### config.mk
export PLATFORM = sky130hd
export DESIGN_NAME = issue_wakeup_queue
export DESIGN_NICKNAME = d
export VERILOG_FILES = /design/src/rtl/iq_pkg.sv /design/src/rtl/iq_age_select.sv /design/src/rtl/issue_wakeup_queue.sv
export SDC_FILE = /design/constraint.sdc
export NUM_CORES = 1
export LEC_CHECK = 0
export ABC_AREA = 1
export CAP_MARGIN = 0
export CORE_MARGIN = 4
export CORE_UTILIZATION = 30
export CTS_CLUSTER_DIAMETER = 200
export DETAILED_ROUTE_END_ITERATION = 6
export PLACE_DENSITY = 0.5
export SYNTH_ARGS = -nofsm -noshare
export SYNTH_HDL_FRONTEND = slang
export SYNTH_SLANG_ARGS = --single-unit
### constraint.sdc
create_clock -name clk -period 12.9 [get_ports clk]
set_clock_uncertainty 0.2 [all_clocks]
set_input_delay 1.29 -clock clk [delete_from_list [all_inputs] [get_ports clk]]
set_output_delay 1.29 -clock clk [all_outputs]
set_load 0.02 [all_outputs]
### src/rtl/iq_pkg.sv
// Shared sizing, entry record and wakeup tag-match helper for the issue wakeup queue.
package iq_pkg;
   localparam int ENTRIES = 8;
   localparam int TAG_W   = 6;
   localparam int LAT_W   = 8;
   localparam int CNT_W   = $clog2(ENTRIES) + 1;
   localparam int IDX_W   = $clog2(ENTRIES);

   typedef struct packed {
      logic             valid;
      logic [TAG_W-1:0] s1_tag;
      logic             s1_rdy;
      logic [TAG_W-1:0] s2_tag;
      logic             s2_rdy;
      logic [TAG_W-1:0] dst_tag;
      logic [LAT_W-1:0] lat;
   } iq_entry_t;

   // True when a source tag matches either the timer broadcast or the self-wakeup broadcast.
   function automatic logic tag_hit(input logic [TAG_W-1:0] tag,
                                    input logic wk_v, input logic [TAG_W-1:0] wk_t,
                                    input logic self_v, input logic [TAG_W-1:0] self_t);
      return (wk_v && (tag == wk_t)) || (self_v && (tag == self_t));
   endfunction
endpackage

### src/rtl/iq_age_select.sv
// Age matrix (row i bit j set: entry i is older than entry j) and oldest-ready selection.
module iq_age_select
   import iq_pkg::*;
(
   input  logic               clk,
   input  logic               rst,
   input  logic               flush,
   input  logic               alloc,
   input  logic [IDX_W-1:0]   alloc_idx,
   input  logic [ENTRIES-1:0] ready,
   output logic               sel_valid,
   output logic [ENTRIES-1:0] sel_onehot,
   output logic [IDX_W-1:0]   sel_idx
);
   logic [ENTRIES-1:0] age_reg [ENTRIES];

   // A new entry is older than nobody; every other slot becomes older than it.
   always_ff @(posedge clk or posedge rst) begin
      if (rst) begin
         for (int i = 0; i < ENTRIES; i++) age_reg[i] <= '0;
      end else if (flush) begin
         for (int i = 0; i < ENTRIES; i++) age_reg[i] <= '0;
      end else if (alloc) begin
         for (int i = 0; i < ENTRIES; i++) begin
            age_reg[alloc_idx][i] <= 1'b0;
            age_reg[i][alloc_idx] <= (IDX_W'(i) != alloc_idx);
         end
      end
   end

   genvar gi, gj;
   generate
      for (gi = 0; gi < ENTRIES; gi++) begin : g_sel
         logic [ENTRIES-1:0] older;
         for (gj = 0; gj < ENTRIES; gj++) begin : g_col
            assign older[gj] = age_reg[gj][gi];
         end
         assign sel_onehot[gi] = ready[gi] & ~|(ready & older);
      end
   endgenerate

   assign sel_valid = |ready;

   always_comb begin
      sel_idx = '0;
      for (int i = 0; i < ENTRIES; i++)
         if (sel_onehot[i]) sel_idx = sel_idx | IDX_W'(i);
   end
endmodule

### src/rtl/issue_wakeup_queue.sv
// Issue queue for the delayed-wakeup protocol: oldest-ready select, tag wakeup with dispatch bypass.
// Optional ISSUE_SELF_WAKEUP_EN: an issued single-cycle op also wakes its dependents at the issue edge.
module issue_wakeup_queue
   import iq_pkg::*;
(
   input  logic             clk,
   input  logic             rst,
   input  logic             flush,
   input  logic             disp_valid,
   output logic             disp_ready,
   input  logic [TAG_W-1:0] disp_src1_tag,
   input  logic             disp_src1_rdy,
   input  logic [TAG_W-1:0] disp_src2_tag,
   input  logic             disp_src2_rdy,
   input  logic [TAG_W-1:0] disp_dst_tag,
   input  logic [LAT_W-1:0] disp_lat,
   input  logic             wk_valid,
   input  logic [TAG_W-1:0] wk_tag,
   input  logic             issu_ready,
   output logic             issu_en,
   output logic [TAG_W-1:0] issu_dst_tag,
   output logic [LAT_W-1:0] wdy,
   output logic [CNT_W-1:0] count
);
   iq_entry_t          entries_reg [ENTRIES];
   iq_entry_t          new_entry;
   logic [ENTRIES-1:0] ready_vec, hit1, hit2, sel_onehot;
   logic [IDX_W-1:0]   sel_idx, free_idx;
   logic               sel_valid, alloc, issue_fire, self_wk;

   assign disp_ready = (count != CNT_W'(ENTRIES));
   assign alloc      = disp_valid & disp_ready & ~flush;
   assign issue_fire = issu_en & issu_ready;

`ifdef ISSUE_SELF_WAKEUP_EN
   assign self_wk = issue_fire & (wdy == LAT_W'(1));
`else
   assign self_wk = 1'b0;
`endif

   genvar gi;
   generate
      for (gi = 0; gi < ENTRIES; gi++) begin : g_ent
         assign ready_vec[gi] = entries_reg[gi].valid & entries_reg[gi].s1_rdy & entries_reg[gi].s2_rdy;
         assign hit1[gi] = tag_hit(entries_reg[gi].s1_tag, wk_valid, wk_tag, self_wk, issu_dst_tag);
         assign hit2[gi] = tag_hit(entries_reg[gi].s2_tag, wk_valid, wk_tag, self_wk, issu_dst_tag);
      end
   endgenerate

   always_comb begin
      free_idx = '0;
      for (int i = ENTRIES - 1; i >= 0; i--)
         if (!entries_reg[i].valid) free_idx = IDX_W'(i);
   end

   // Wakeups seen on the dispatch edge are folded into the new entry so none are lost.
   always_comb begin
      new_entry         = '0;
      new_entry.valid   = 1'b1;
      new_entry.s1_tag  = disp_src1_tag;
      new_entry.s1_rdy  = disp_src1_rdy | tag_hit(disp_src1_tag, wk_valid, wk_tag, self_wk, issu_dst_tag);
      new_entry.s2_tag  = disp_src2_tag;
      new_entry.s2_rdy  = disp_src2_rdy | tag_hit(disp_src2_tag, wk_valid, wk_tag, self_wk, issu_dst_tag);
      new_entry.dst_tag = disp_dst_tag;
      new_entry.lat     = disp_lat;
   end

   always_ff @(posedge clk or posedge rst) begin
      if (rst) begin
         for (int i = 0; i < ENTRIES; i++) entries_reg[i] <= '0;
         count <= '0;
      end else if (flush) begin
         for (int i = 0; i < ENTRIES; i++) entries_reg[i].valid <= 1'b0;
         count <= '0;
      end else begin
         count <= count + CNT_W'(alloc) - CNT_W'(issue_fire);
         for (int i = 0; i < ENTRIES; i++) begin
            if (alloc && (free_idx == IDX_W'(i))) begin
               entries_reg[i] <= new_entry;
            end else begin
               if (issue_fire && (sel_idx == IDX_W'(i))) entries_reg[i].valid <= 1'b0;
               if (hit1[i]) entries_reg[i].s1_rdy <= 1'b1;
               if (hit2[i]) entries_reg[i].s2_rdy <= 1'b1;
            end
         end
      end
   end

   iq_age_select u_age_select (
      .clk        (clk),
      .rst        (rst),
      .flush      (flush),
      .alloc      (alloc),
      .alloc_idx  (free_idx),
      .ready      (ready_vec),
      .sel_valid  (sel_valid),
      .sel_onehot (sel_onehot),
      .sel_idx    (sel_idx)
   );

   assign issu_en      = sel_valid;
   assign issu_dst_tag = sel_valid ? entries_reg[sel_idx].dst_tag : '0;
   assign wdy          = sel_valid ? entries_reg[sel_idx].lat : '0;
endmodule
==> results.md, run 1 <==
- Core Box Area: 46,900 µm²
- Pin count of the biggest net entering global routing: 85
- Mean routed wirelength per cell: 17.5 µm
- Fmax: 0.173 GHz
- Failing checks: design-rule violations
- Arr. time, crit path: 4.29 ns
- Compound-Gate Fraction of Synth Area: 14.5%
- Via Count: 11.8k
- CP Max Fanout: 59
- Mux cell area share after synthesis: 0.0698%
- Final ANT Viol Nets: 0
- Total gr overflow: 0
- Status: finished with violations
- Port-buffer cells: 59
- Avg Inst Size Synth: 8.06 µm²
- Initial antenna violation count: 0
- Slew HR: 31.2%
- Hold Path Stages: 2
- Die extent in x: 227 µm
- Clock buffer depth: 3
- 1st-iter DRT viols: 784
- Post-synthesis cell type count: 46
- Synthesis warning total: 0
- Tot GR Track Use: 16.7%
- Top Ports: 60
- Die H: 227 µm
- Routability cong.: 0.889
- Clk_lat worst skew: 0.54 ns
- RSZ-0062 raised after global routing: false
- Worst r2r dst: count[2]
- DP HPWL: 27,000 µm
- Area contributors post-synth: dfrtp_1, nand2_1, o21ai_0
- Max reg flops: 232
- Hold Path Class: flop to flop
- Critical path launch point type: flop
- Max_cap viols: 0
- Mapped Nets: 1,825
- CTS tree: done
- Async SR Flop Fraction: 100%
- Starting Density: 30.6%
- R2R Path Start: entries_reg[231]
- Worst reg-to-reg path cell count: 12
- Endpoints failing setup: 0
- Ys flop type: dfrtp_1
- Crit path kind: flop to output pin
- Period Utilization, post-route: 44.8%
- #FFs+latches synth: 292
- FF-to-FF setup slack: 9.18 ns
- Synthesized area: 14,300 µm²
- Post-synthesis sequential area ratio: 51.0%
- Number of setup buffers added after CTS: 0
- Post-Synthesis Cells: 1,779
- DR pass1 iterations: 7
- Global-route wire length before repair: 67,800 µm
- CP endpoint kind: output pin
- Cell taking the most area after synthesis: dfrtp_1
- Leakage: 7.53 nW
- Num CTS Buffers: 35
- Vias per inst: 4.89
- Largest family of logic cells by synthesized area: simple AND/OR/NAND/NOR gates
- N_diodes: 0
- Peak supply drop: 0.0722 mV
- Post-layout total power: 0.00253 W
- Area Growth Syn to Fin: 14.0%
- # DRC: 3
- Hold Vio Cnt, Final: 0
- CTS resizes: 0
- Row cnt: 79
- Worst path required time: 11.41 ns
- Yosys top cell area share: 51.0%
- Vias in the first global route: 11.5k
- EDFF count, synth: 0
- Power Density: 155 nW/µm²
- Tightest Pin Transition: 1.03 ns
- Clock root buffer: clkbuf_16
- Worst-path clk slew: 0.06 ns
- Tmin final: 5.78 ns
- Count of final max-slew check failures: 0
- Simple-Gate Fraction of Synth Area: 23.3%
- Total wire length: 42,300 µm
- Adder-cell share of the synthesized area: 0.576%
- Worst Hold End: entries_reg[210]
- XOR/XNOR Fraction of Synth Area: 2.14%
- Worst Hold Launch: entries_reg[210]
- Hold Buf Count CTS: 0
- Clk sinks: 292
- Fin nets: 1,833
- Setup_tns: 0 ns
- Share of cells above drive strength 1: 4.93%
- Max H-tree Level: 2
- Die area: 51,400 µm²
layout make-up:
cell class | count | area, µm²
tap | 607 | 759
inverter | 188 | 713
sequential | 292 | 7310
clock inverter | 8 | 57.6
clock buffer | 47 | 952
timing repair buffer | 75 | 711
multi-input combinational | 1195 | 5850
fill | 4926 | 30500
metal layers:
| metal | part of all wire [%] | vias up | global-route usage (%) |
|---|---|---|---|
| met3 | 4.7 | 66 | 2.64 |
| met4 | 2.6 | 0 | 5.28 |
| met5 | 0 | - | 0 |
| met2 | 45 | 265 | 26.2 |
| li1 | - | 5788 | - |
| met1 | 47 | 5683 | 23.7 |
worst max path at each step:
stage                         start         endpoint  slack, ns  cells past startpoint
floorplan                       rst         count[0]       3.35                      1
global placement    entries_reg[57]  issu_dst_tag[2]       7.69                     13
detailed placement  entries_reg[57]  issu_dst_tag[2]       7.61                     13
CTS                 entries_reg[57]  issu_dst_tag[2]       7.05                     13
global route        entries_reg[57]  issu_dst_tag[2]       6.69                     13
finish              entries_reg[57]  issu_dst_tag[2]       7.12                     13
cells in the final DEF, fill, tap and decap left out, types with 2 or more instances in the layout:
cell type          n
nand3b_1          42
a41oi_1            2
nor2_2             2
o22ai_1           23
xor2_1            20
or2_2              5
nand2_2            6
nor4_1             7
a211oi_1          14
o2111ai_1         10
a21boi_0           2
buf_4             16
xnor2_1           15
nand2_1          515
inv_1            182
clkbuf_1          10
nand4_1           43
o21ai_1            6
clkinv_1           3
nand3_1           23
ha_1               5
o21ai_0          274
nand3_2            6
a31oi_1            4
nor2_8             2
clkinv_2           5
a21oi_1           34
clkbuf_16         36
nor3_1             9
nor2_1           105
o211ai_1           2
o21bai_1           4
clkdlybuf4s50_1   59
a221oi_1           5
dfrtp_1          292
a21o_1             2
inv_2              2
power by group:
| part | switching, W | internal [W] | total, W |
|---|---|---|---|
| Combinational | 0.000263 | 0.000190 | 0.000452 |
| Clock | 0.000387 | 0.000516 | 0.000903 |
| Sequential | 0.000111 | 0.00106 | 0.00117 |
| Total | 0.000760 | 0.00177 | 0.00253 |
cells in the mapped netlist, types with 6 or more instances:
master	n
nand2_1	516
dfrtp_1	292
o21ai_0	274
inv_1	183
nor2_1	105
buf_2	50
nand4_1	43
clkbuf_1	42
nand3b_1	42
a21oi_1	34
nand3_1	26
o22ai_1	23
xor2_1	20
xnor2_1	15
a211oi_1	14
o2111ai_1	10
nor3_1	9
buf_4	7
nor4_1	7
o21ai_1	6
critical path, stage by stage (launching register included):
cell	delay (ns)
dfrtp_1	0.47
nand3_1	0.23
o21ai_0	0.21
nor2_1	0.06
nand2_1	0.06
nand2_2	0.41
nor2_8	0.87
nor2_4	0.27
nand2_1	0.13
nand2_1	0.06
nor2_1	0.08
nor2_1	0.05
nor2_1	0.21
clkdlybuf4s50_1	0.64
cell families after synthesis:
group | count (synthesis)
XOR/XNOR | 35
AND/OR/NAND/NOR | 770
AO/OA/AOI/OAI | 383
flip-flops | 292
multiplexers | 1
adder cells (fa/ha/maj) | 6
buffers and inverters | 292
per-stage QoR:
step           util (%)  worst slack (ns)  hold WS, ns  area [µm²]  std cells
3_3_place_gp       32.7              7.69        0.258       15300       2357
2_1_floorplan         -              3.35        0.242       14300       1779
4_1_cts            34.9              7.05        0.279       16400       2412
5_1_grt            34.9              6.69        0.295       16400       2412
6_report           34.9              7.12        0.276       16400       2412
3_5_place_dp       32.7              7.61        0.264       15300       2357
No activity file was read; power rests on OpenSTA's default activity.
==> run 2, diff against run 1 <==
PLACE_DENSITY = 0.52   (was 0.5)
clock period = 5.2 ns   (was 12.9 ns; I/O delays follow)
==> results.md, run 2 (synthesis results as in run 1) <==
- Status: finished clean
- Setup_tns: 0 ns
- Clock buffer depth: 3
- CP endpoint kind: output pin
- Filler instances: 4,991
- Footprint of the multi-input gates: 5850 µm²
- DR pass1 iterations: 5
- Tightest Pin Transition: 1.09 ns
- Die area: 51,400 µm²
- Via Count: 11.8k
- Starting Density: 30.6%
- Die H: 227 µm
- Met2 WL: 19,300 µm
- Fin nets: 1,844
- Mean routed wirelength per cell: 17.5 µm
- Crit path max-delay cell type: clkdlybuf4s50_1
- Tmin final: 4.59 ns
- Num CTS Buffers: 36
- Area Growth Syn to Fin: 16.2%
- Port-buffer cells: 59
- Net Sw Frac: 29.1%
- Clk_lat worst skew: 0.53 ns
- Tot GR Track Use: 16.9%
- Post-Place Cells: 2,367
- Total internal power: 0.00467 W
- Power Density: 395 nW/µm²
- 1st-iter DRT viols: 876
- CTS tree: done
- Die extent in x: 227 µm
- Initial antenna violation count: 0
- R2R Path Start: count[2]
- Critical path launch point type: flop
- Share of cells above drive strength 1: 6.19%
- Most frequent cells in the layout: nand2_1, dfrtp_1, o21ai_0, inv_1, nor2_1
- Clk pwr share: 38.7%
- WL met1: 20,700 µm
- Leakage: 7.70 nW
- Crit path kind: flop to output pin
- Worst-path clk slew: 0.06 ns
- Hold Vio Cnt, Final: 0
- Highest Signal Layer: met4
- DP HPWL: 27,100 µm
- CP Max Fanout: 20
- Vias in the first global route: 11.7k
- Global-route wire length before repair: 68,600 µm
- N_diodes: 0
- Crit-path max cell delay: 0.65 ns
- Slew HR: 27.3%
- Routability cong.: 0.833
- Vias per inst: 4.87
- Arr. time, crit path: 3.87 ns
- Commonest non-fill, non-tap cell in the layout: nand2_1
- RSZ-0062 raised after global routing: false
- Peak supply drop: 0.183 mV
- Most Frequent Cell on Critical Path: nand2_1
- Period Utilization, post-route: 88.2%
- Total gr overflow: 0
- Final ANT Viol Nets: 0
- Row cnt: 79
- CTS resizes: 0
- Clk sinks: 292
- Fin cells: 2,432
- Fmax: 0.218 GHz
- Max H-tree Level: 2
- Core Box Area: 46,900 µm²
- Clock root buffer: clkbuf_16
- Worst-path cell chain: nand3_1, o21ai_0, nor2_1, nand2_1, nand2_2, nor2_8, inv_2, nand2_1, nand2_1, nand2_1, nand2_1, nor2_1, clkdlybuf4s50_1
- Sequential Power Share: 44.3%
- Hold Path Class: input port to asynchronous set/reset pin
- # DRC: 0
- Max reg flops: 232
- Top Ports: 60
- Combinational share of power: 17.0%
- Total wire length: 42,600 µm
- Metal3 WL: 1800 µm
- Worst path required time: 4.48 ns
- Pin count of the biggest net entering global routing: 148
- Register Area: 7310 µm²
- Worst setup path start: entries_reg[173]
- Count of final max-slew check failures: 0
- Hold Buf Count CTS: 0
- Max_cap viols: 0
- Number of setup buffers added after CTS: 0
- Endpoints failing setup: 0
- NetSw: 0.00192 W
run 2: cell types whose count changed in the layout (fill, tap and decap cells not counted), sizes merged:
cell      before  now
clkinvlp       1    2
buf           16   26
clkinv         9   12
clkbuf        47   51
inv          186  185
bufinv         0    3
run 2: final timing paths:
| check | end | slack, ns | cells past startpoint |
|---|---|---|---|
| worst min register to register | entries_reg[182] | 0.28 | 2 |
| worst max register to register | entries_reg[43] | 1.85 | 9 |
| worst min-delay path | count[1] | 0.05 | 2 |
| worst max-delay path | issu_dst_tag[4] | 0.61 | 13 |
| max in group asynchronous | entries_reg[179] | 3.62 | 3 |
| min in group clk | entries_reg[182] | 0.28 | 2 |
run 2: through the flow:
step                      utilization (%)  hold slack (ns)  power [W]  setup WS (ns)  cell area, µm²
final                                35.6           0.0536    0.00659          0.612           16700
after global routing                 35.6           0.0469    0.00696          0.272           16700
after CTS                            35.6           0.0362    0.00666          0.601           16700
after detailed placement             33.0            0.264    0.00408           1.15           15400
after global placement               33.0            0.256    0.00405           1.13           15400
after floorplan                         -            0.242    0.00369          0.605           14300
run 2: worst max-delay path: cells and delay by family, from the launching register on:
| kind | cells | cell delay [ns] |
|---|---|---|
| simple gates | 10 | 1.68 |
| buf+inv | 2 | 0.91 |
| flops | 1 | 0.53 |
| compound gates | 1 | 0.20 |
run 2: power by group through the flow:
| stage | clock [W] | sequential [W] | combinational (W) |
|---|---|---|---|
| after floorplan | 0 | 0.00287 | 0.000822 |
| after global placement | 0 | 0.00293 | 0.00112 |
| after detailed placement | 0 | 0.00294 | 0.00113 |
| after CTS | 0.00261 | 0.00291 | 0.00114 |
| after global routing | 0.00271 | 0.00296 | 0.00129 |
| final | 0.00255 | 0.00292 | 0.00112 |
run 2: cell type report:
class	count	area share [%]
clock buffer	51	6.29
clock inverter	14	0.976
inverter	188	4.26
multi-input combinational	1195	35.1
sequential	292	43.9
tap	607	4.56
timing repair buffer	85	4.94
run 2: per-layer routing:
| layer | up-vias | global-route usage, % |
|---|---|---|
| li1 | 5813 | - |
| met1 | 5754 | 24.6 |
| met2 | 230 | 26.7 |
| met3 | 49 | 2.49 |
| met4 | 0 | 4.14 |
| met5 | - | 0 |
